===== src/rtl/lx32_mem_pkg.sv =====
// rtl/lx32_mem_pkg.sv - shared types and constants for the lx32 memory arbiter
package lx32_mem_pkg;

  localparam int XLEN           = 32;
  localparam int STARVE_MAX_DEF = 4;

  typedef enum logic [1:0] {
    IDLE   = 2'd0,
    ACCESS = 2'd1,
    RESP   = 2'd2
  } mem_state_t;

endpackage


===== src/rtl/mem_arbiter_if.sv =====
// rtl/mem_arbiter_if.sv - fetch/data request channels and single-port RAM bus
interface mem_arbiter_if import lx32_mem_pkg::*; #(
  parameter int DEPTH_LOG2 = 10
);
  logic                  if_req_valid;
  logic                  if_req_ready;
  logic [XLEN-1:0]       if_addr;
  logic                  if_rsp_valid;
  logic [XLEN-1:0]       if_rdata;

  logic                  d_req_valid;
  logic                  d_req_ready;
  logic [XLEN-1:0]       d_addr;
  logic                  d_we;
  logic [3:0]            d_be;
  logic [XLEN-1:0]       d_wdata;
  logic                  d_rsp_valid;
  logic [XLEN-1:0]       d_rdata;

  logic                  mem_en;
  logic                  mem_we;
  logic [3:0]            mem_be;
  logic [DEPTH_LOG2-1:0] mem_addr;
  logic [XLEN-1:0]       mem_wdata;
  logic [XLEN-1:0]       mem_rdata;

  modport slave (
    input  if_req_valid, if_addr, d_req_valid, d_addr, d_we, d_be, d_wdata, mem_rdata,
    output if_req_ready, if_rsp_valid, if_rdata, d_req_ready, d_rsp_valid, d_rdata,
           mem_en, mem_we, mem_be, mem_addr, mem_wdata
  );

  modport master (
    output if_req_valid, if_addr, d_req_valid, d_addr, d_we, d_be, d_wdata, mem_rdata,
    input  if_req_ready, if_rsp_valid, if_rdata, d_req_ready, d_rsp_valid, d_rdata,
           mem_en, mem_we, mem_be, mem_addr, mem_wdata
  );
endinterface


===== src/rtl/mem_arb_sel.sv =====
// rtl/mem_arb_sel.sv - data-over-fetch grant selection with bounded fetch starvation
module mem_arb_sel import lx32_mem_pkg::*; #(
  parameter int STARVE_MAX = STARVE_MAX_DEF
) (
  input  logic clk,
  input  logic rst,
  input  logic grant_en,
  input  logic if_valid,
  input  logic d_valid,
  output logic grant_if,
  output logic grant_d
);
  localparam int CW = $clog2(STARVE_MAX + 1);

  logic [CW-1:0] starve_cnt;
  logic          starved;

  assign starved  = (starve_cnt == CW'(STARVE_MAX));
  assign grant_d  = grant_en && d_valid && !(if_valid && starved);
  assign grant_if = grant_en && if_valid && (!d_valid || starved);

  always_ff @(posedge clk) begin
    if (rst) begin
      starve_cnt <= '0;
    end else if (grant_if) begin
      starve_cnt <= '0;
    end else if (grant_d && if_valid) begin
      if (!starved) starve_cnt <= starve_cnt + CW'(1);
    end else if (grant_en && !if_valid) begin
      starve_cnt <= '0;
    end
  end
endmodule


===== src/rtl/mem_arbiter.sv =====
// rtl/mem_arbiter.sv - two-requester arbiter onto a single-port RAM, fixed latency 2
module mem_arbiter import lx32_mem_pkg::*; #(
  parameter int DEPTH_LOG2 = 10,
  parameter int STARVE_MAX = STARVE_MAX_DEF
) (
  input  logic         clk,
  input  logic         rst,
  mem_arbiter_if.slave bus
);
  mem_state_t            state_q;
  logic                  first_q;
  logic                  owner_d_q;
  logic                  rd_q;
  logic                  mem_en_q;
  logic                  mem_we_q;
  logic [3:0]            mem_be_q;
  logic [DEPTH_LOG2-1:0] mem_addr_q;
  logic [XLEN-1:0]       mem_wdata_q;
  logic                  if_rsp_q;
  logic                  d_rsp_q;
  logic                  grant_en;
  logic                  grant_if;
  logic                  grant_d;

  // The cycle right after reset is kept quiet, so no grant until first_q drops.
  assign grant_en = (state_q == IDLE) && !rst && !first_q;

  mem_arb_sel #(.STARVE_MAX(STARVE_MAX)) u_sel (
    .clk      (clk),
    .rst      (rst),
    .grant_en (grant_en),
    .if_valid (bus.if_req_valid),
    .d_valid  (bus.d_req_valid),
    .grant_if (grant_if),
    .grant_d  (grant_d)
  );

  always_ff @(posedge clk) begin
    if (rst) begin
      state_q     <= IDLE;
      first_q     <= 1'b1;
      owner_d_q   <= 1'b0;
      rd_q        <= 1'b0;
      mem_en_q    <= 1'b0;
      mem_we_q    <= 1'b0;
      mem_be_q    <= '0;
      mem_addr_q  <= '0;
      mem_wdata_q <= '0;
      if_rsp_q    <= 1'b0;
      d_rsp_q     <= 1'b0;
    end else begin
      first_q <= 1'b0;
      case (state_q)
        IDLE: begin
          if (grant_d) begin
            owner_d_q   <= 1'b1;
            mem_en_q    <= 1'b1;
            mem_we_q    <= bus.d_we;
            mem_be_q    <= bus.d_be;
            mem_addr_q  <= bus.d_addr[DEPTH_LOG2+1:2];
            mem_wdata_q <= bus.d_wdata;
            state_q     <= ACCESS;
          end else if (grant_if) begin
            owner_d_q   <= 1'b0;
            mem_en_q    <= 1'b1;
            mem_we_q    <= 1'b0;
            mem_be_q    <= '0;
            mem_addr_q  <= bus.if_addr[DEPTH_LOG2+1:2];
            mem_wdata_q <= '0;
            state_q     <= ACCESS;
          end
        end
        ACCESS: begin
          mem_en_q    <= 1'b0;
          mem_we_q    <= 1'b0;
          mem_be_q    <= '0;
          mem_addr_q  <= '0;
          mem_wdata_q <= '0;
          rd_q        <= ~mem_we_q;
          if_rsp_q    <= ~owner_d_q;
          d_rsp_q     <= owner_d_q;
          state_q     <= RESP;
        end
        RESP: begin
          if_rsp_q <= 1'b0;
          d_rsp_q  <= 1'b0;
          state_q  <= IDLE;
        end
        default: state_q <= IDLE;
      endcase
    end
  end

  // Gating with rst keeps an aborted access from reaching the RAM on the reset edge.
  assign bus.mem_en       = mem_en_q & ~rst;
  assign bus.mem_we       = mem_we_q & ~rst;
  assign bus.mem_be       = rst ? 4'b0000 : mem_be_q;
  assign bus.mem_addr     = rst ? '0 : mem_addr_q;
  assign bus.mem_wdata    = rst ? '0 : mem_wdata_q;

  assign bus.if_req_ready = grant_if;
  assign bus.d_req_ready  = grant_d;
  assign bus.if_rsp_valid = if_rsp_q & ~rst;
  assign bus.d_rsp_valid  = d_rsp_q & ~rst;
  assign bus.if_rdata     = (bus.if_rsp_valid && rd_q) ? bus.mem_rdata : '0;
  assign bus.d_rdata      = (bus.d_rsp_valid && rd_q) ? bus.mem_rdata : '0;

  logic unused_addr_bits;
  assign unused_addr_bits = ^{bus.if_addr[XLEN-1:DEPTH_LOG2+2], bus.if_addr[1:0],
                              bus.d_addr[XLEN-1:DEPTH_LOG2+2], bus.d_addr[1:0]};
endmodule


===== src/flat_wrapper.sv =====
// flat-port wrapper written by rule: the top's interface ports become plain ports
module mem_arbiter_flat import lx32_mem_pkg::*;
#(
  parameter int DEPTH_LOG2 = 10,
  parameter int STARVE_MAX = STARVE_MAX_DEF
)
  (clk, rst, bus_if_req_valid, bus_if_addr, bus_d_req_valid, bus_d_addr, bus_d_we, bus_d_be, bus_d_wdata, bus_mem_rdata, bus_if_req_ready, bus_if_rsp_valid, bus_if_rdata, bus_d_req_ready, bus_d_rsp_valid, bus_d_rdata, bus_mem_en, bus_mem_we, bus_mem_be, bus_mem_addr, bus_mem_wdata);
  mem_arbiter_if #(.DEPTH_LOG2(DEPTH_LOG2)) bus_i ();
  input  logic clk;
  input  logic rst;
  input wire logic [$bits(bus_i.if_req_valid)-1:0] bus_if_req_valid;
  input wire logic [$bits(bus_i.if_addr)-1:0] bus_if_addr;
  input wire logic [$bits(bus_i.d_req_valid)-1:0] bus_d_req_valid;
  input wire logic [$bits(bus_i.d_addr)-1:0] bus_d_addr;
  input wire logic [$bits(bus_i.d_we)-1:0] bus_d_we;
  input wire logic [$bits(bus_i.d_be)-1:0] bus_d_be;
  input wire logic [$bits(bus_i.d_wdata)-1:0] bus_d_wdata;
  input wire logic [$bits(bus_i.mem_rdata)-1:0] bus_mem_rdata;
  output wire logic [$bits(bus_i.if_req_ready)-1:0] bus_if_req_ready;
  output wire logic [$bits(bus_i.if_rsp_valid)-1:0] bus_if_rsp_valid;
  output wire logic [$bits(bus_i.if_rdata)-1:0] bus_if_rdata;
  output wire logic [$bits(bus_i.d_req_ready)-1:0] bus_d_req_ready;
  output wire logic [$bits(bus_i.d_rsp_valid)-1:0] bus_d_rsp_valid;
  output wire logic [$bits(bus_i.d_rdata)-1:0] bus_d_rdata;
  output wire logic [$bits(bus_i.mem_en)-1:0] bus_mem_en;
  output wire logic [$bits(bus_i.mem_we)-1:0] bus_mem_we;
  output wire logic [$bits(bus_i.mem_be)-1:0] bus_mem_be;
  output wire logic [$bits(bus_i.mem_addr)-1:0] bus_mem_addr;
  output wire logic [$bits(bus_i.mem_wdata)-1:0] bus_mem_wdata;
  assign bus_i.if_req_valid = bus_if_req_valid;
  assign bus_i.if_addr = bus_if_addr;
  assign bus_i.d_req_valid = bus_d_req_valid;
  assign bus_i.d_addr = bus_d_addr;
  assign bus_i.d_we = bus_d_we;
  assign bus_i.d_be = bus_d_be;
  assign bus_i.d_wdata = bus_d_wdata;
  assign bus_i.mem_rdata = bus_mem_rdata;
  assign bus_if_req_ready = bus_i.if_req_ready;
  assign bus_if_rsp_valid = bus_i.if_rsp_valid;
  assign bus_if_rdata = bus_i.if_rdata;
  assign bus_d_req_ready = bus_i.d_req_ready;
  assign bus_d_rsp_valid = bus_i.d_rsp_valid;
  assign bus_d_rdata = bus_i.d_rdata;
  assign bus_mem_en = bus_i.mem_en;
  assign bus_mem_we = bus_i.mem_we;
  assign bus_mem_be = bus_i.mem_be;
  assign bus_mem_addr = bus_i.mem_addr;
  assign bus_mem_wdata = bus_i.mem_wdata;
  mem_arbiter #(.DEPTH_LOG2(DEPTH_LOG2), .STARVE_MAX(STARVE_MAX)) u_core (.clk(clk), .rst(rst), .bus(bus_i));
endmodule

===== config.mk =====
export PLATFORM = sky130hd
export DESIGN_NAME = mem_arbiter_flat
export DESIGN_NICKNAME = d
export VERILOG_FILES = /design/src/rtl/lx32_mem_pkg.sv /design/src/rtl/mem_arbiter_if.sv /design/src/rtl/mem_arb_sel.sv /design/src/rtl/mem_arbiter.sv /design/src/flat_wrapper.sv
export SDC_FILE = /design/constraint.sdc
export NUM_CORES = 1
export LEC_CHECK = 0
export CAP_MARGIN = 20
export CORE_MARGIN = 10
export CORE_UTILIZATION = 25
export DETAILED_ROUTE_END_ITERATION = 10
export GPL_TIMING_DRIVEN = 1
export PLACE_DENSITY = 0.63
export SLEW_MARGIN = 30
export SYNTH_ARGS = -nofsm -noshare
export SYNTH_HDL_FRONTEND = slang
export SYNTH_HIERARCHICAL = 1
export SYNTH_SLANG_ARGS = --single-unit

===== constraint.sdc =====
create_clock -name clk -period 3.31 [get_ports clk]
set_input_delay 0.662 -clock clk [delete_from_list [all_inputs] [get_ports clk]]
set_output_delay 0.662 -clock clk [all_outputs]
set_load 0.03 [all_outputs]

==> results of run 1 <==
layout by cell type, fill, tap and decap left out, types with 2 or more instances in the layout:
cell type,synthesis,routed
sky130_fd_sc_hd__a21oi_1,4,4
sky130_fd_sc_hd__a22oi_1,2,2
sky130_fd_sc_hd__and2b_1,2,2
sky130_fd_sc_hd__and3_1,91,91
sky130_fd_sc_hd__buf_12,0,2
sky130_fd_sc_hd__buf_4,1,77
sky130_fd_sc_hd__clkbuf_1,31,2
sky130_fd_sc_hd__clkbuf_16,0,9
sky130_fd_sc_hd__clkbuf_8,0,2
sky130_fd_sc_hd__clkdlybuf4s50_1,0,139
sky130_fd_sc_hd__dfxtp_1,58,58
sky130_fd_sc_hd__ha_1,7,7
sky130_fd_sc_hd__inv_1,6,6
sky130_fd_sc_hd__mux2_2,18,18
sky130_fd_sc_hd__mux2_4,19,19
sky130_fd_sc_hd__mux2i_1,14,14
sky130_fd_sc_hd__nand2_1,14,14
sky130_fd_sc_hd__nand3b_1,2,2
sky130_fd_sc_hd__nand4_1,11,11
sky130_fd_sc_hd__nor2_1,11,10
sky130_fd_sc_hd__nor2b_1,47,47
sky130_fd_sc_hd__nor3_1,10,10
sky130_fd_sc_hd__o21ai_0,11,11
how the worst min path moves through the flow:
stage | from | to | slack, ns
final | u_core/d_rsp_q | u_core/d_rsp_q | 0.47
after detailed placement | u_core/d_rsp_q | u_core/d_rsp_q | 0.46
after global placement | u_core/d_rsp_q | u_core/d_rsp_q | 0.45
after global routing | u_core/d_rsp_q | u_core/d_rsp_q | 0.50
after CTS | u_core/d_rsp_q | u_core/d_rsp_q | 0.47
after floorplan | u_core/d_rsp_q | u_core/d_rsp_q | 0.44
metal layers:
layer / vias up / share of wire / GRT usage
met5: - / 0 / 0
met4: 0 / 0.0052 / 0.0251
met3: 10 / 0.095 / 0.0582
met2: 116 / 0.51 / 0.215
met1: 1564 / 0.39 / 0.140
li1: 1683 / - / -
sequential cells by signal, summed over array words and instances (netlist names):
signal	flops
u_core/mem_we_q	1
u_core/u_sel/starve_cnt	3
u_core/if_rsp_q	1
u_core/rd_q	1
u_core/mem_be_q	4
u_core/mem_en_q	1
u_core/d_rsp_q	1
u_core/owner_d_q	1
u_core/first_q	1
u_core/state_q	2
u_core/mem_wdata_q	32
u_core/mem_addr_q	10
through the flow:
step / hold slack, ns / utilization / instance area (um^2) / worst slack (ns) / total power (uW)
final: 0.467 / 0.433 / 5710 / 0.325 / 2930
after global routing: 0.503 / 0.433 / 5710 / 0.116 / 3110
after CTS: 0.469 / 0.433 / 5710 / 0.306 / 2970
after detailed placement: 0.461 / 0.412 / 5430 / 0.278 / 2110
after global placement: 0.452 / 0.412 / 5430 / 0.325 / 2090
after floorplan: 0.441 / - / 3340 / 0.116 / 1720
final cells by class:
class	count	area, um^2
inverters	6	22.5
clock inverters	2	12.5
flip-flops and latches	58	1160
fillers	1278	7480
clock buffers	13	260
well taps	176	220
multi-input cells	272	2010
repair buffers	219	2010
where the power goes:
part           total, uW  switching, uW  leakage [uW]  internal (uW)
registers            817           26.3      0.000470            791
logic               1270            704       0.00211            569
clock network        844            303      0.000132            541
total               2930           1030       0.00271           1900
cells by family (layout without fill, tap and decap cells):
| group | Yosys count | after routing | synth area share |
|---|---|---|---|
| multiplexers | 51 | 51 | 0.188 |
| AND/OR/NAND/NOR | 194 | 194 | 0.348 |
| AO/OA/AOI/OAI | 20 | 20 | 0.0337 |
| adder cells (fa/ha/maj) | 7 | 7 | 0.0262 |
| flip-flops | 58 | 58 | 0.347 |
| buffers and inverters | 43 | 240 | 0.0569 |
critical path, stage by stage (launching register included):
cell                      delay (ns)
sky130_fd_sc_hd__dfxtp_1        0.32
sky130_fd_sc_hd__inv_1          0.12
sky130_fd_sc_hd__ha_1           0.29
sky130_fd_sc_hd__nor3b_1        0.44
sky130_fd_sc_hd__nand2_1        0.16
sky130_fd_sc_hd__a31oi_4        0.42
sky130_fd_sc_hd__buf_4          0.25
==> results.sh, run 1 <==
export IMPL_detail_route_first_pass_iterations=6
export IMPL_tritoncts_buffers=9
export IMPL_holdCritPathClass="reg2reg"
export IMPL_wire_per_inst_um=16.4
export IMPL_synth_ff_latch_count=58
export IMPL_result_of_the_run="finished, final reports clean"
export IMPL_globalRoute_totalOverflow=0
export IMPL_synth_seq_area_share=0.347
export IMPL_htree_num_levels=3
export IMPL_timing_reg2reg_worst_path_depth=9
export IMPL_critical_path_endpoint_type="primary output"
export IMPL_final_hold_violation_count=0
export IMPL_fin_nets=710
export IMPL_crit_path_max_fanout=8
export IMPL_finalWeightedCongestion=0.806
export IMPL_synthesis_area_um2=3340
export IMPL_critical_path_required_ns=2.65
export IMPL_clk_transition_reported_paths_ns=0.05
export IMPL_route_detailed_vias_per_inst=4.52
export IMPL_reg2reg_slack_ns=0.47
export IMPL_grt_pass1_vias=3356
export IMPL_hpwlAfterDp_mm=9.19
export IMPL_most_numerous_cell_in_the_yosys_netlist="sky130_fd_sc_hd__and3_1"
export IMPL_max_slew_worst_pin_slew_ns=0.750
export IMPL_core_um2=13200
export IMPL_fmax_ghz=0.335
export IMPL_grt_setup_unrepaired="no"
export IMPL_worstReg2RegStart="u_core/state_q[1]"
export IMPL_cell_pwr_density_nw_per_um2=514
export IMPL_synth_edf_count=0
export IMPL_max_cap_violations=0
export IMPL_vdd_ir_drop_worst_mv=0.394
export IMPL_cts_sink_count=58
export IMPL_final_cells=746
export IMPL_yosys_top_cells_count="sky130_fd_sc_hd__and3_1 (91), sky130_fd_sc_hd__dfxtp_1 (58), sky130_fd_sc_hd__nor2b_1 (47)"
export IMPL_effective_utilization_at_floorplan=0.253
export IMPL_antenna_found_initial=0
export IMPL_min_period_ns=2.99
export IMPL_ys_dominant_reg_cell="sky130_fd_sc_hd__dfxtp_1"
export IMPL_syn_num_nets=517
export IMPL_fin_tns_setup_ns=0
export IMPL_drc_errors=0
export IMPL_grt_overall_usage=0.126
export IMPL_post_synth_top_area_fraction=0.347
export IMPL_timing_rr_end="u_core/mem_addr_q[3]"
export IMPL_tritoncts="yes"
export IMPL_timing_critical_path_to="bus_d_req_ready"
export IMPL_first_pass_grt_wire_length_mm=18.8
export IMPL_area_growth_syn_to_layout_pct=70.7
export IMPL_synth_top_cells_by_area="sky130_fd_sc_hd__dfxtp_1 (35%), sky130_fd_sc_hd__and3_1 (17%), sky130_fd_sc_hd__nor2b_1 (8.8%), sky130_fd_sc_hd__mux2_4 (8.5%), sky130_fd_sc_hd__mux2_2 (6.1%)"
export IMPL_die_area_um2=18400
export IMPL_wirelength_mm=12.2
export IMPL_ys_types=30
export IMPL_critical_path_arrival_ns=2.32
export IMPL_row_count=42
export IMPL_num_vias=3373
export IMPL_cts_path_max_buffers=2
export IMPL_worst_setup_path_type="reg2out"
export IMPL_die_h_um=136
export IMPL_root_buffer="sky130_fd_sc_hd__clkbuf_16"
export IMPL_post_cts_resized_instances=0
export IMPL_die_width_um=136
export IMPL_postCtsSetupRepairBufs=0
export IMPL_syn_avg_cell_area_um2=8.96
export IMPL_final_setup_skew_ns=0.00837
export IMPL_drt_initial_drc_count=153
export IMPL_critPathLaunchType="flop"
export IMPL_antenna_cells_inserted=0
export IMPL_hold_path_cell_count=2
export IMPL_placed_instances=731
export IMPL_max_slew_margin_rel=0.498
export IMPL_io_pins=253
export IMPL_postSynth_asyncResetShare=0
export IMPL_final_max_slew_viol_count=0
export IMPL_power_static_leakage_uw=0.00271
export IMPL_grt_start_max_net_pins=65
export IMPL_port_buffer_count=208
export IMPL_yosys_warnings=6
export IMPL_cp_startpoint="u_core/state_q[1]"
export IMPL_synth_largest_area_cell="sky130_fd_sc_hd__dfxtp_1"
export IMPL_cts_hold_repair_buffers=0
export IMPL_period_share=0.902
export IMPL_post_route_cells_drive_above_1_share=0.239
export IMPL_post_synth_inst_count=373
export IMPL_drt_antenna_violating_nets=0
export IMPL_setup_viol=0
export IMPL_clock_insertion_delay_worst_skew_ns=0.32
No activity file was read; power rests on OpenSTA's default activity.
==> run 2, diff against run 1 <==
ABC_AREA = 1   (was not set)
PLACE_DENSITY = 0.61   (was 0.63)
==> run 2 against run 1 <==
Compared with the run above: maximum frequency grew 4.3%; cell area grew 7.1%; count of clock-buffer cells in the layout shrank 2; die area grew 6.9%; utilization grew 0.27 points; worst hold slack lost 0.0026 ns; total power grew 33%; sequential share of layout area shrank 1.4 points; global-route usage grew 0.76 points; via count grew 30%; wire length grew 14%; area after synthesis grew 8.1%.
==> results.sh, run 2 <==
export IMPL_ys_dominant_reg_cell="sky130_fd_sc_hd__dfxtp_1"
export IMPL_die_h_um=140
export IMPL_switchingPower_uw=1630
export IMPL_wire_per_inst_um=14.0
export IMPL_synth_top_cells_by_area="sky130_fd_sc_hd__dfxtp_1 (32%), sky130_fd_sc_hd__nor2_1 (20%), sky130_fd_sc_hd__nand3_1 (11%), sky130_fd_sc_hd__inv_1 (9.8%), sky130_fd_sc_hd__nand2_1 (8.1%)"
export IMPL_grt_start_max_net_pins=55
export IMPL_critical_path_arrival_ns=2.20
export IMPL_critical_path_endpoint_type="primary output"
export IMPL_post_synth_inst_count=625
export IMPL_worstReg2RegStart="u_core/state_q[0]"
export IMPL_regs_by_ff_count="u_core/mem_wdata_q x32, u_core/mem_addr_q x10, u_core/mem_be_q x4"
export IMPL_die_area_um2=19700
export IMPL_port_buffer_count=208
export IMPL_antenna_found_initial=0
export IMPL_antenna_cells_inserted=0
export IMPL_fin_nets=956
export IMPL_post_place_ws_ns=0.431
export IMPL_grt_pass1_vias=3888
export IMPL_cts_sink_count=58
export IMPL_worst_setup_path_type="in2out"
export IMPL_fmax_ghz=0.349
export IMPL_finalWeightedCongestion=0.726
export IMPL_yosys_warnings=6
export IMPL_drt_initial_drc_count=179
export IMPL_synthesis_area_um2=3610
export IMPL_drc_errors=0
export IMPL_hpwlAfterDp_mm=10.5
export IMPL_power_static_leakage_uw=0.00270
export IMPL_final_max_slew_viol_count=0
export IMPL_synth_ff_latch_count=58
export IMPL_io_pins=253
export IMPL_switching_share=0.419
export IMPL_ys_types=22
export IMPL_final_hold_violation_count=0
export IMPL_critPathLaunchType="input pin"
export IMPL_post_route_cells_drive_above_1_share=0.0490
export IMPL_tritoncts="yes"
export IMPL_clk_transition_reported_paths_ns=0.05
export IMPL_final_cell_mix="sky130_fd_sc_hd__clkdlybuf4s50_1 (203), sky130_fd_sc_hd__nor2_1 (196), sky130_fd_sc_hd__inv_1 (94)"
export IMPL_vdd_ir_drop_worst_mv=0.524
export IMPL_route_detailed_vias_per_inst=4.40
export IMPL_setup_slack_ns=0.447
export IMPL_stdcell_area_um2=6110
export IMPL_mostFrequentLayoutCell="sky130_fd_sc_hd__clkdlybuf4s50_1"
export IMPL_timing_reg2reg_worst_path_depth=14
export IMPL_final_setup_skew_ns=0.00492
export IMPL_synth_largest_area_cell="sky130_fd_sc_hd__dfxtp_1"
export IMPL_globalRoute_totalOverflow=0
export IMPL_max_slew_margin_rel=0.541
export IMPL_clock_insertion_delay_worst_skew_ns=0.32
export IMPL_wirelength_mm=13.9
export IMPL_effective_utilization_at_floorplan=0.257
export IMPL_combinational_share_of_power=0.507
export IMPL_result_of_the_run="finished, final reports clean"
export IMPL_largest_register="u_core/mem_wdata_q"
export IMPL_worst_hold_startpoint="u_core/mem_we_q"
export IMPL_detail_route_first_pass_iterations=4
export IMPL_fin_tns_setup_ns=0
export IMPL_period_share=0.865
export IMPL_grt_setup_unrepaired="no"
export IMPL_post_synth_top_area_fraction=0.321
export IMPL_core_um2=14000
export IMPL_area_growth_syn_to_layout_pct=69.1
export IMPL_setup_viol=0
export IMPL_most_numerous_cell_in_the_yosys_netlist="sky130_fd_sc_hd__nor2_1"
export IMPL_largest_reg_flops=32
export IMPL_yosys_top_cells_count="sky130_fd_sc_hd__nor2_1 (196), sky130_fd_sc_hd__inv_1 (94), sky130_fd_sc_hd__nand2_1 (78)"
export IMPL_synth_edf_count=0
export IMPL_cell_pwr_density_nw_per_um2=637
export IMPL_cellInternalPower_uw=2260
export IMPL_postCtsSetupRepairBufs=0
export IMPL_synth_seq_area_share=0.321
export IMPL_post_cts_resized_instances=0
export IMPL_die_width_um=140
export IMPL_crit_path_max_fanout=32
export IMPL_num_vias=4384
export IMPL_max_slew_worst_pin_slew_ns=0.688
export IMPL_power_share_sequential=0.250
export IMPL_placed_cell_area_um2=5810
export IMPL_hold_path_cell_count=1
export IMPL_hold_path_endpoint="u_core/rd_q"
export IMPL_htree_num_levels=3
export IMPL_max_cap_violations=0
export IMPL_clock_network_fraction_of_design_power=0.243
export IMPL_syn_num_nets=769
export IMPL_root_buffer="sky130_fd_sc_hd__clkbuf_16"
export IMPL_cts_path_max_buffers=2
export IMPL_drt_antenna_violating_nets=0
export IMPL_first_pass_grt_wire_length_mm=21.5
export IMPL_holdCritPathClass="reg2reg"
export IMPL_syn_avg_cell_area_um2=5.78
export IMPL_row_count=43
export IMPL_min_period_ns=2.86
export IMPL_critical_path_required_ns=2.65
export IMPL_cts_hold_repair_buffers=0
export IMPL_reg2reg_slack_ns=0.79
export IMPL_timing_rr_end="u_core/mem_addr_q[7]"
export IMPL_grt_overall_usage=0.134
export IMPL_tritoncts_buffers=9
export IMPL_postSynth_asyncResetShare=0
## run 2: changes by cell type in the layout (fill, tap and decap cells not counted), sizes merged, moves of 14 or more
cell,delta
nor2,+184
and3,-91
inv,+91
nand3,+79
nand2,+65
clkdlybuf4s50,+64
buf,-63
nor2b,-47
a21oi,+39
mux2,-37
mux2i,-14
## run 2: power by group through the flow
stage	logic (uW)	registers, uW	clock network [uW]
2_1_floorplan	1450	970	0
3_3_place_gp	1970	985	0
3_5_place_dp	1980	987	0
4_1_cts	1990	976	979
5_1_grt	2220	999	1010
6_report	1970	975	946
## run 2: worst max-delay path by stage
stage	start	end	slack, ns	cells past startpoint
2_1_floorplan	rst	bus_d_rdata[10]	0.72	7
3_3_place_gp	rst	bus_if_rdata[28]	0.42	8
3_5_place_dp	rst	bus_if_rdata[25]	0.43	8
4_1_cts	rst	bus_if_rdata[28]	0.43	8
5_1_grt	rst	bus_if_rdata[25]	0.30	8
6_report	rst	bus_if_rdata[28]	0.45	8
## run 2: layout make-up
| class | instances | area, um^2 |
|---|---|---|
| Clock buffer | 11 | 253 |
| Clock inverter | 5 | 52.6 |
| Fill cell | 1517 | 7930 |
| Inverter | 99 | 372 |
| Multi-Input combinational cell | 424 | 1850 |
| Sequential cell | 58 | 1160 |
| Tap cell | 180 | 225 |
| Timing Repair Buffer | 220 | 2190 |
## run 2: cells by family after synthesis
| family | after synthesis | synth area share |
|---|---|---|
| and+or+nand+nor | 357 | 0.404 |
| buffers and inverters | 143 | 0.166 |
| AOI/OAI and AO/OA | 59 | 0.0821 |
| DFF | 58 | 0.321 |
| adders and majority gates | 7 | 0.0242 |
| xor gates and xnor gates | 1 | 0.00242 |
## run 2: worst max-delay path, cell delays in order
cell and delay, ns:
sky130_fd_sc_hd__buf_2 0.13, sky130_fd_sc_hd__inv_2 0.08, sky130_fd_sc_hd__nand2_1 0.07, sky130_fd_sc_hd__inv_1 0.12, sky130_fd_sc_hd__nand2_1 0.06, sky130_fd_sc_hd__buf_4 0.23
sky130_fd_sc_hd__nor2_1 0.13, sky130_fd_sc_hd__clkdlybuf4s50_1 0.71
## run 2: metrics by stage
step | cells | utilization | total power, uW | hold slack (ns)
5_1_grt | 997 | 0.435 | 4230 | 0.493
4_1_cts | 997 | 0.435 | 3940 | 0.464
3_5_place_dp | 981 | 0.414 | 2970 | 0.454
6_report | 997 | 0.435 | 3890 | 0.465
2_1_floorplan | 625 | - | 2420 | 0.428
3_3_place_gp | 981 | 0.414 | 2960 | 0.454
## run 2: per-layer routing
layer,global-route usage,vias to the layer above,wire length (um)
li1,-,2268,-
met1,0.155,1943,5770
met2,0.217,166,6410
met3,0.0554,7,1630
met4,0.0457,0,110
met5,0,-,0
==> run 3, diff against run 2 <==
CAP_MARGIN = not set   (was 20)
==> results of run 3 <==
Final layout, timing and power as in run 2 (identical DEF).
